`src/rtl/dlsc_pcie_s6_pkg.sv`:
```
// Shared definitions for the Spartan-6 PCIe command path: arbiter state encoding and
// port-index width helper.
package dlsc_pcie_s6_pkg;

  typedef enum logic {
    StIdle = 1'b0,
    StHold = 1'b1
  } cmdarb_state_e;

  // Width of externally visible port index fields (supports up to 8 ports).
  localparam int unsigned PortIdxBits = 3;

  // Internal index width for n ports; never narrower than one bit.
  function automatic int unsigned idx_width(input int unsigned n);
    return (n <= 2) ? 1 : $clog2(n);
  endfunction

endpackage

```
`src/rtl/dlsc_rr_arbiter.sv`:
```
// Round-robin selector: first asserted request at or above ptr, wrapping modulo PORTS.
module dlsc_rr_arbiter #(
  parameter int unsigned PORTS = 4,
  parameter int unsigned IDXW  = 2
) (
  input  logic [PORTS-1:0] req,
  input  logic [IDXW-1:0]  ptr,
  output logic [PORTS-1:0] grant,
  output logic [IDXW-1:0]  idx,
  output logic             any
);

  always_comb begin
    int unsigned cand;
    logic [IDXW-1:0] c;
    grant = '0;
    idx   = '0;
    any   = 1'b0;
    cand  = 0;
    c     = '0;
    for (int unsigned i = 0; i < PORTS; i++) begin
      cand = 32'(ptr) + i;
      if (cand >= PORTS) cand = cand - PORTS;
      c = IDXW'(cand);
      if (!any && req[c]) begin
        any      = 1'b1;
        grant[c] = 1'b1;
        idx      = c;
      end
    end
  end

endmodule

```
`src/rtl/dlsc_pcie_s6_cmdarb.sv`:
```
// Round-robin command arbiter feeding the PCIe request splitter, with per-port outstanding
// limits. Define DLSC_PCIE_S6_CMDARB_ERRCHK_EN to enable the err pulse on bogus completions.
module dlsc_pcie_s6_cmdarb #(
  parameter int unsigned PORTS   = 4,
  parameter int unsigned ADDR    = 32,
  parameter int unsigned META    = 1,
  parameter int unsigned MAX_OUT = 4
) (
  input  logic                      clk,
  input  logic                      rst,
  input  logic                      enable,
  output logic [PORTS-1:0]          in_ready,
  input  logic [PORTS-1:0]          in_valid,
  input  logic [PORTS*(ADDR-2)-1:0] in_addr,
  input  logic [PORTS*10-1:0]       in_len,
  input  logic [PORTS*META-1:0]     in_meta,
  input  logic                      out_ready,
  output logic                      out_valid,
  output logic [ADDR-3:0]           out_addr,
  output logic [9:0]                out_len,
  output logic [META-1:0]           out_meta,
  output logic [2:0]                out_port,
  input  logic                      done_valid,
  input  logic [2:0]                done_port,
  output logic [PORTS-1:0]          busy,
  output logic                      err
);
  import dlsc_pcie_s6_pkg::*;

  localparam int unsigned AW   = ADDR - 2;
  localparam int unsigned IDXW = idx_width(PORTS);
  localparam int unsigned CW   = $clog2(MAX_OUT + 1);

  cmdarb_state_e    state_q, state_d;
  logic             out_valid_q, out_valid_d;
  logic [IDXW-1:0]  rr_ptr_q, rr_ptr_d;
  logic [CW-1:0]    outstanding_q [PORTS];
  logic [CW-1:0]    outstanding_d [PORTS];
  logic [PORTS-1:0] busy_q, busy_d;

  logic [AW-1:0]    out_addr_q, out_addr_d;
  logic [9:0]       out_len_q, out_len_d;
  logic [META-1:0]  out_meta_q, out_meta_d;
  logic [2:0]       out_port_q, out_port_d;

  logic [PORTS-1:0] eligible;
  logic [PORTS-1:0] arb_grant;
  logic [IDXW-1:0]  arb_idx;
  logic             arb_any;
  logic             grant_fire;

  always_comb begin
    for (int unsigned p = 0; p < PORTS; p++) begin
      eligible[p] = in_valid[p] && (32'(outstanding_q[p]) < MAX_OUT);
    end
  end

  dlsc_rr_arbiter #(
    .PORTS (PORTS),
    .IDXW  (IDXW)
  ) u_arb (
    .req   (eligible),
    .ptr   (rr_ptr_q),
    .grant (arb_grant),
    .idx   (arb_idx),
    .any   (arb_any)
  );

  assign grant_fire = (state_q == StIdle) && enable && arb_any;
  assign in_ready   = grant_fire ? arb_grant : '0;

  always_comb begin
    state_d     = state_q;
    out_valid_d = out_valid_q;
    rr_ptr_d    = rr_ptr_q;
    out_addr_d  = out_addr_q;
    out_len_d   = out_len_q;
    out_meta_d  = out_meta_q;
    out_port_d  = out_port_q;
    unique case (state_q)
      StIdle: begin
        if (grant_fire) begin
          state_d     = StHold;
          out_valid_d = 1'b1;
          out_port_d  = 3'(arb_idx);
          for (int unsigned p = 0; p < PORTS; p++) begin
            if (arb_grant[p]) begin
              out_addr_d = in_addr[p*AW +: AW];
              out_len_d  = in_len[p*10 +: 10];
              out_meta_d = in_meta[p*META +: META];
            end
          end
        end
      end
      StHold: begin
        // Exit cycle never grants, so the pointer update cannot race a new selection.
        if (out_ready) begin
          state_d     = StIdle;
          out_valid_d = 1'b0;
          rr_ptr_d    = (32'(out_port_q) + 1 >= PORTS) ? '0 : IDXW'(out_port_q + 3'd1);
        end
      end
    endcase
  end

  always_comb begin
    logic inc, dec;
    inc = 1'b0;
    dec = 1'b0;
    for (int unsigned p = 0; p < PORTS; p++) begin
      inc = grant_fire && arb_grant[p];
      // Completions for idle or nonexistent ports are dropped rather than wrapping.
      dec = done_valid && (done_port == 3'(p)) && (outstanding_q[p] != '0);
      outstanding_d[p] = outstanding_q[p];
      if (inc && !dec) begin
        outstanding_d[p] = outstanding_q[p] + CW'(1);
      end else if (dec && !inc) begin
        outstanding_d[p] = outstanding_q[p] - CW'(1);
      end
      busy_d[p] = (outstanding_d[p] != '0);
    end
  end

  always_ff @(posedge clk) begin
    if (rst) begin
      state_q     <= StIdle;
      out_valid_q <= 1'b0;
      rr_ptr_q    <= '0;
      busy_q      <= '0;
      for (int unsigned p = 0; p < PORTS; p++) outstanding_q[p] <= '0;
    end else begin
      state_q     <= state_d;
      out_valid_q <= out_valid_d;
      rr_ptr_q    <= rr_ptr_d;
      busy_q      <= busy_d;
      for (int unsigned p = 0; p < PORTS; p++) outstanding_q[p] <= outstanding_d[p];
    end
  end

  // Payload registers carry no reset; out_valid qualifies them.
  always_ff @(posedge clk) begin
    out_addr_q <= out_addr_d;
    out_len_q  <= out_len_d;
    out_meta_q <= out_meta_d;
    out_port_q <= out_port_d;
  end

`ifdef DLSC_PCIE_S6_CMDARB_ERRCHK_EN
  logic err_q, err_d;

  always_comb begin
    err_d = done_valid && (32'(done_port) >= PORTS);
    for (int unsigned p = 0; p < PORTS; p++) begin
      if (done_valid && (done_port == 3'(p)) && (outstanding_q[p] == '0)) err_d = 1'b1;
    end
  end

  always_ff @(posedge clk) begin
    if (rst) err_q <= 1'b0;
    else     err_q <= err_d;
  end

  assign err = err_q;
`else
  assign err = 1'b0;
`endif

  assign out_valid = out_valid_q;
  assign out_addr  = out_addr_q;
  assign out_len   = out_len_q;
  assign out_meta  = out_meta_q;
  assign out_port  = out_port_q;
  assign busy      = busy_q;

endmodule

```
`config.mk`:
```
export PLATFORM = sky130hd
export DESIGN_NAME = dlsc_pcie_s6_cmdarb
export DESIGN_NICKNAME = d
export VERILOG_FILES = /design/src/rtl/dlsc_pcie_s6_pkg.sv /design/src/rtl/dlsc_rr_arbiter.sv /design/src/rtl/dlsc_pcie_s6_cmdarb.sv
export SDC_FILE = /design/constraint.sdc
export NUM_CORES = 1
export LEC_CHECK = 0
export CAP_MARGIN = 20
export CORE_MARGIN = 2
export CORE_UTILIZATION = 44
export DETAILED_ROUTE_END_ITERATION = 6
export GPL_ROUTABILITY_DRIVEN = 0
export PLACE_DENSITY = 0.91
export REMOVE_ABC_BUFFERS = 1
export SETUP_SLACK_MARGIN = 0.5
export SLEW_MARGIN = 20
export SYNTH_ARGS = -nofsm -noshare
export SYNTH_HDL_FRONTEND = slang
export SYNTH_SLANG_ARGS = --single-unit
```
`constraint.sdc`:
```
create_clock -name clk -period 8.8 [get_ports clk]
set_input_delay 2.2 -clock clk [delete_from_list [all_inputs] [get_ports clk]]
set_output_delay 2.2 -clock clk [all_outputs]
set_load 0.02 [all_outputs]
```
# Word level (Yosys, flattened, before mapping)
# Memories as Yosys holds them, arrays and structs flattened.
# Index checks and enable logic that the tools add are counted.
# W data, S select, Z words.
[word_totals]
regBits = 51
ram_bits = 12
memories = 1
word_cells = 181
input_bits = 176
[memory_table]
columns = ["name", "depth", "width", "rd", "rd_ports_with_merged_regs", "write_ports", "line_no", "rtl"]
rows = [
  ["outstanding_q", 4, 3, 4, 0, 4, "dlsc_pcie_s6_cmdarb.sv:37", "logic [CW-1:0] outstanding_q [PORTS];"],
]
[op_classes]
addsub = 17
n_mux = 67
n_reduce_logical = 58
magnitude_cmp = 17
n_bitwise = 8
eq_ne = 5
[ops]
columns = ["cell", "count"]
rows = [
  ["$mux W30", 4],
  ["$mux W10", 4],
  ["$mux W3", 12],
  ["$logic_and A1 B1 Y1", 33],
  ["$reduce_bool A3 Y1", 8],
  ["$mux W1", 23],
  ["$mux W4", 5],
  ["$mux W2", 9],
  ["$add A3 B1 Y3 const B", 4],
  ["$ge A3 B3 Y1 const B", 4],
  ["$lt A2 B3 Y1 const B", 4],
  ["$lt A3 B3 Y1 const B", 4],
  ["$or A4 B4 Y4", 3],
  ["$sub A3 B1 Y3 const B", 4],
  ["$logic_not A1 Y1", 11],
  ["$bmux W1 S2", 4],
  ["$demux W1 S2", 4],
  ["$ge A2 B1 Y1 const B", 4],
  ["$sub A2 B1 Y2 const B", 4],
  ["$add A2 B1 Y3 const B", 2],
  ["$add A2 B2 Y3 const B", 2],
  ["$eq A3 B2 Y1 const B", 2],
  ["$reduce_and A2 Y1", 3],
  ["$ne A2 B2 Y1 const B", 2],
  ["other kinds (9)", 13],
]

# Longest topological paths before layout
# An unclocked memory read counts as a cell.
[logic_depth]
ltp_word = 22
ltp_mapped = 14

# Hierarchy
# Synthesis repeated with hierarchy kept, for this count alone.
[hier_totals]
hier_cells = 494
area_unflattened_um2 = 4383.0
[by_module_without_submodules]
columns = ["module", "area_per_inst_um2", "cells_each", "seq_area_each_um2", "instances"]
rows = [
  ["dlsc_pcie_s6_cmdarb", 3961.3, 449, 1691.6, 1],
  ["dlsc_rr_arbiter", 421.7, 45, 0.0, 1],
]

# Worst setup path before layout
# No wires, ideal clock.
[synth_path]
path_type = "in2reg"
start = "in in_valid[1]"
end = "reg out_addr_q[0] (netlist: out_addr[0]), enable pin"
slack_ns = 2.265
t_required_ns = 8.336
stages = 9
arrival_ns = 6.071
cell_sequence = "nor2b_2 -> or4_1 -> a31oi_2 -> nand2_1 -> and3_1 -> clkbuf_1 -> buf_6 -> buf_6 -> a31oi_1"
[synth_via]
elab_chain_len = 15
elab_cells_between_ends = 29
classes_between = "mux: 16; bitwise: 3; reduce/logical: 10"
[synth_rtl]
columns = ["element", "line_no", "rtl"]
rows = [
  ["from (decl)", "dlsc_pcie_s6_cmdarb.sv:13", "input logic [PORTS-1:0] in_valid,"],
  ["$logic_and A1 B1 Y1 (*)", "dlsc_pcie_s6_cmdarb.sv:54", "eligible[p] = in_valid[p] && (32'(outstanding_q[p]) < MAX_OUT);"],
  ["$bmux W1 S2", "dlsc_rr_arbiter.sv:25", "if (!any && req[c]) begin"],
  ["$mux W1 (implied by the code)", "dlsc_rr_arbiter.sv:25", ""],
  ["$mux W1", "dlsc_rr_arbiter.sv:25", ""],
  ["$logic_not A1 Y1", "dlsc_rr_arbiter.sv:25", ""],
  ["$logic_and A1 B1 Y1", "dlsc_rr_arbiter.sv:25", ""],
  ["$mux W1", "dlsc_rr_arbiter.sv:25", ""],
  ["$logic_not A1 Y1", "dlsc_rr_arbiter.sv:25", ""],
  ["$logic_and A1 B1 Y1", "dlsc_rr_arbiter.sv:25", ""],
  ["$mux W1", "dlsc_rr_arbiter.sv:25", ""],
  ["$logic_not A1 Y1", "dlsc_rr_arbiter.sv:25", ""],
  ["$logic_and A1 B1 Y1", "dlsc_rr_arbiter.sv:25", ""],
  ["$mux W4 / $mux W1 (equally long branches)", "dlsc_rr_arbiter.sv:25", ""],
  ["$reduce_bool A4 Y1 (no source line) / $logic_and A1 B1 Y1 (equally long branches)", "-", ""],
  ["$reduce_and A3 Y1 (no source line) (*)", "-", ""],
  ["to (signal assigned)", "dlsc_pcie_s6_cmdarb.sv:142", "out_addr_q <= out_addr_d;"],
  ["to (decl)", "dlsc_pcie_s6_cmdarb.sv:41", "logic [AW-1:0] out_addr_q, out_addr_d;"],
]
# Every way passes the cells marked *; elsewhere a longest branch is shown, timed or not. The select of a mux whose other input is x is not followed.
# A chain may end at the register's enable or synchronous reset.

# Worst setup path in the final report
[layout_path]
start = "in in_valid[1]"
end = "out in_ready[3]"
[layout_via]
elab_chain_len = 15
elab_cells_between_ends = 28
classes_between = "mux: 17; bitwise: 3; reduce/logical: 8"
[layout_rtl]
columns = ["element", "line_no", "rtl"]
rows = [
  ["$logic_and A1 B1 Y1 (*)", "dlsc_pcie_s6_cmdarb.sv:54", ""],
  ["$bmux W1 S2", "dlsc_rr_arbiter.sv:25", ""],
  ["$mux W1 (implied by the code)", "dlsc_rr_arbiter.sv:25", ""],
  ["$mux W1", "dlsc_rr_arbiter.sv:25", ""],
  ["$logic_not A1 Y1", "dlsc_rr_arbiter.sv:25", ""],
  ["$logic_and A1 B1 Y1", "dlsc_rr_arbiter.sv:25", ""],
  ["$mux W1", "dlsc_rr_arbiter.sv:25", ""],
  ["$logic_not A1 Y1", "dlsc_rr_arbiter.sv:25", ""],
  ["$logic_and A1 B1 Y1", "dlsc_rr_arbiter.sv:25", ""],
  ["$mux W1", "dlsc_rr_arbiter.sv:25", ""],
  ["$logic_not A1 Y1", "dlsc_rr_arbiter.sv:25", ""],
  ["$logic_and A1 B1 Y1", "dlsc_rr_arbiter.sv:25", ""],
  ["$mux W1", "dlsc_rr_arbiter.sv:25", ""],
  ["$logic_and A1 B1 Y1", "dlsc_pcie_s6_cmdarb.sv:69", "assign grant_fire = (state_q == StIdle) && enable && arb_any;"],
  ["$mux W4 (*)", "dlsc_pcie_s6_cmdarb.sv:70", "assign in_ready = grant_fire ? arb_grant : '0;"],
  ["to (decl)", "dlsc_pcie_s6_cmdarb.sv:12", "output logic [PORTS-1:0] in_ready,"],
]
# Marked as above.

==> results by group <==
Yosys
  – Syn Inst Count: 457
  – Share of Yosys cell area claimed by the top area cell type: 0.2840
  – Cell taking the most area after synthesis: edfxtp_1
  – Syn Area/Cell: between 9 and 10 sq um
  – Post-synthesis cell area: roughly 4500 sq um
  – Largest cells by area after synthesis: edfxtp_1 (28%), mux2_2 (10%), mux2i_1 (9.2%)
  – Synth unique cells: 61
  – Post-synth EDFFs: 43
  – Async SR Flop Fraction: 0
  – Number of synthesized register bits: 63
  – Sequential share of the synthesized area: 0.3720
  – Top_reg_cell synth: edfxtp_1
  – Synth warn: 0

Cells and area
  – Fillcell total: a little under 800
  – Multi-input logic area: 2665 sq um
  – Total Nets Final: 871
  – Register Area: 1692 sq um
  – Diode count: 0
  – Final core utilization: 0.6979
  – Area Growth Syn to Fin: 56.33%
  – Final cell count without fillers: 814
  – Layout cells sized above 1: 0.1195

Floorplan
  – Row count: 37
  – Starting Density: 0.4464
  – Die Area: about 11000 sq um
  – Die Y: between 100 and 150 microns
  – Core area: 10180 sq um
  – Boundary Pins: 230
  – Die W: about 110 microns

Routing
  – Final WL: 15.23 mm
  – DR pass1 iterations: 5
  – Antenna Nets Post-Route: 0
  – Via count: between 4000 and 5000
  – WL per Instance: about 19 microns
  – Starting DRT DRC Count: around 350
  – Number of vias per cell: ~5.5
  – DRC Markers: 0

STA
  – Tightest Pin Transition: between 0.8 and 0.9 ns
  – Max Freq: between 100 and 150 MHz
  – RSZ-0062 raised after global routing: false
  – Worst clock skew: about 0.0083 ns
  – Minimum hold slack: 0.4766 ns
  – Fin. Hold Viols: 0
  – Setup violators final: 0
  – Final Slew Violations: 0
  – Post-route minimum period: ~7.4 ns
  – Slew Limit Headroom: 0.4232
  – Tcrit/Tclk final: 0.8401
  – TNS Setup: 0 ns

Critical path
  – Setup CP Type: input pin to primary output
  – FF-to-FF End: out_addr[23]
  – Crit-path max FO: 8
  – Reg2Reg Setup Slack: around 4.3 ns
  – Critical path data arrival time: ~5.2 ns
  – Worst R2R Path Depth: 11
  – R2r startpoint: rr_ptr_q[0]
  – Critical Path RT: 6.60 ns
  – Setup crit end kind: primary output
  – Setup crit start kind: input pin

Place
  – PortBufs: about 230
  – Placed insts: approximately 800
  – HPWL after DPL: ~12 mm

GRT
  – Met3 usage: 0.09771
  – Vias in the first global route: around 4600
  – Met1 Track Usage GR: 0.2923
  – GR peak layer: met2
  – Tot GR Track Use: 0.2687
  – Met2 usage: 0.4788
  – First-pass GRT wire length: 23.25 mm
  – Pin count of the biggest net entering global routing: 84
  – Initial antenna violation count: 0
  – GR Overflow Total: 0

Power and ir drop
  – Power per cell area: 160.1 nW/um^2
  – Pleak: ~2.8 nW
  – Overall power: roughly 1.1 mW
  – Worst-case vdd ir drop: ~0.00009 V

CTS
  – CTS root buffer: clkbuf_8
  – Hold-fix buffers, CTS: 0
  – H-tree depth: 3
  – Clock-pin slew on the worst setup and hold paths: about 0.070 ns
  – Post-CTS resize count: 0
  – CTS Sinks: between 60 and 70
  – Inserted Clock Buffers: 9
  – Clock Latency Late Sink: about 0.33 ns
  – CTS max path bufs: 2
  – CTS tree: built
  – Post CTS Setup Buffer Count: 0

Min path
  – Hold worst-path end: out_valid
  – Worst Hold Class: flip-flop to flip-flop
  – Hold Crit Start: out_valid
  – Hold depth: 2

Outcome
  – Status: complete, no violations

Job
  – Max-cap violations: 0
-- power by group --
group,switching (mW),internal [mW],leakage (nW)
Sequential,0.0207,0.374,0.566
Combinational,0.226,0.248,2.09
Clock,0.114,0.155,0.102
-- synth_stat cells, types with 6 or more instances --
| library cell | n |
|---|---|
| a211oi_1 | 7 |
| a21oi_1 | 51 |
| buf_2 | 15 |
| dfxtp_1 | 20 |
| edfxtp_1 | 43 |
| ha_1 | 21 |
| inv_1 | 17 |
| mux2_2 | 42 |
| mux2i_1 | 42 |
| nand2_1 | 17 |
| nand3_1 | 6 |
| nor2_1 | 62 |
| nor3_1 | 9 |
| xnor2_1 | 11 |
-- cell usage in the layout, fill, tap and decap left out, types with 3 or more instances in the layout --
cell type          n
xnor2_1           11
nor2_4             3
nand4_1            3
edfxtp_1          43
a211oi_1           7
nor3_1             9
clkbuf_8           9
nor2b_1            5
dfxtp_1           20
or3_1              5
nand3_1            6
o221ai_1           3
o31ai_1            5
mux2i_1           42
o211a_1            3
a21oi_1           51
mux2_2            42
mux4_2             3
or3b_2             3
nand2_1           17
clkinv_1           3
clkdlybuf4s50_1  227
ha_1              21
nor2_1            60
buf_4              6
nand2b_1           4
inv_1             17
-- through the flow --
step	instance area (sq um)	worst slack [ns]
floorplan	4389	-0.4229
global placement	6908	1.605
detailed placement	6908	1.488
CTS	7108	1.478
global route	7108	1.358
finish	7108	1.407
-- critical path: stages --
cell             delay (ns)
clkdlybuf4s50_1        0.50
nor2b_2                0.24
or4_1                  0.57
a31oi_2                0.37
a221o_1                0.29
o21a_1                 0.34
clkdlybuf4s50_1        0.67
-- final cells by class --
class	count	area share
sequential	63	0.2380
tap	136	0.02394
inverter	17	0.008977
clock buffer	9	0.01743
timing repair buffer	233	0.3260
multi-input combinational	350	0.3749
clock inverter	6	0.01074
-- worst max path at each step --
stage	startpoint	endpoint
6_report	in_valid[1]	in_ready[3]
3_3_place_gp	in_valid[1]	in_ready[3]
5_1_grt	in_valid[1]	in_ready[3]
3_5_place_dp	in_valid[1]	in_ready[3]
2_1_floorplan	in_valid[1]	out_addr[0]
4_1_cts	in_valid[1]	in_ready[3]
-- flip-flops by register name (all words and copies together), names as in the netlist --
register,count
rr_ptr_q,2
out_valid,1
state_q,1
out_addr,30
out_len,10
outstanding_q,12
out_port,2
out_meta,1
busy,4
-- routing by layer --
layer	vias up	share of wire
met2	241	0.51
met3	44	0.097
met4	0	0.033
met1	2094	0.36
met5	-	0
li1	2113	-
-- cells by family (layout without fill, tap and decap cells) --
group / after synthesis / count (layout) / synth area share
xor gates and xnor gates: 11 / 11 / 0.02119
adders and majority gates: 21 / 21 / 0.05779
DFF: 63 / 63 / 0.3720
muxes: 87 / 87 / 0.2113
and+or+nand+nor: 131 / 131 / 0.1417
AOI/OAI and AO/OA: 98 / 98 / 0.1456
other: 1 / 2 / 0.0008247
buffers and inverters: 45 / 265 / 0.04953
Power figures use the tool's default switching activity.
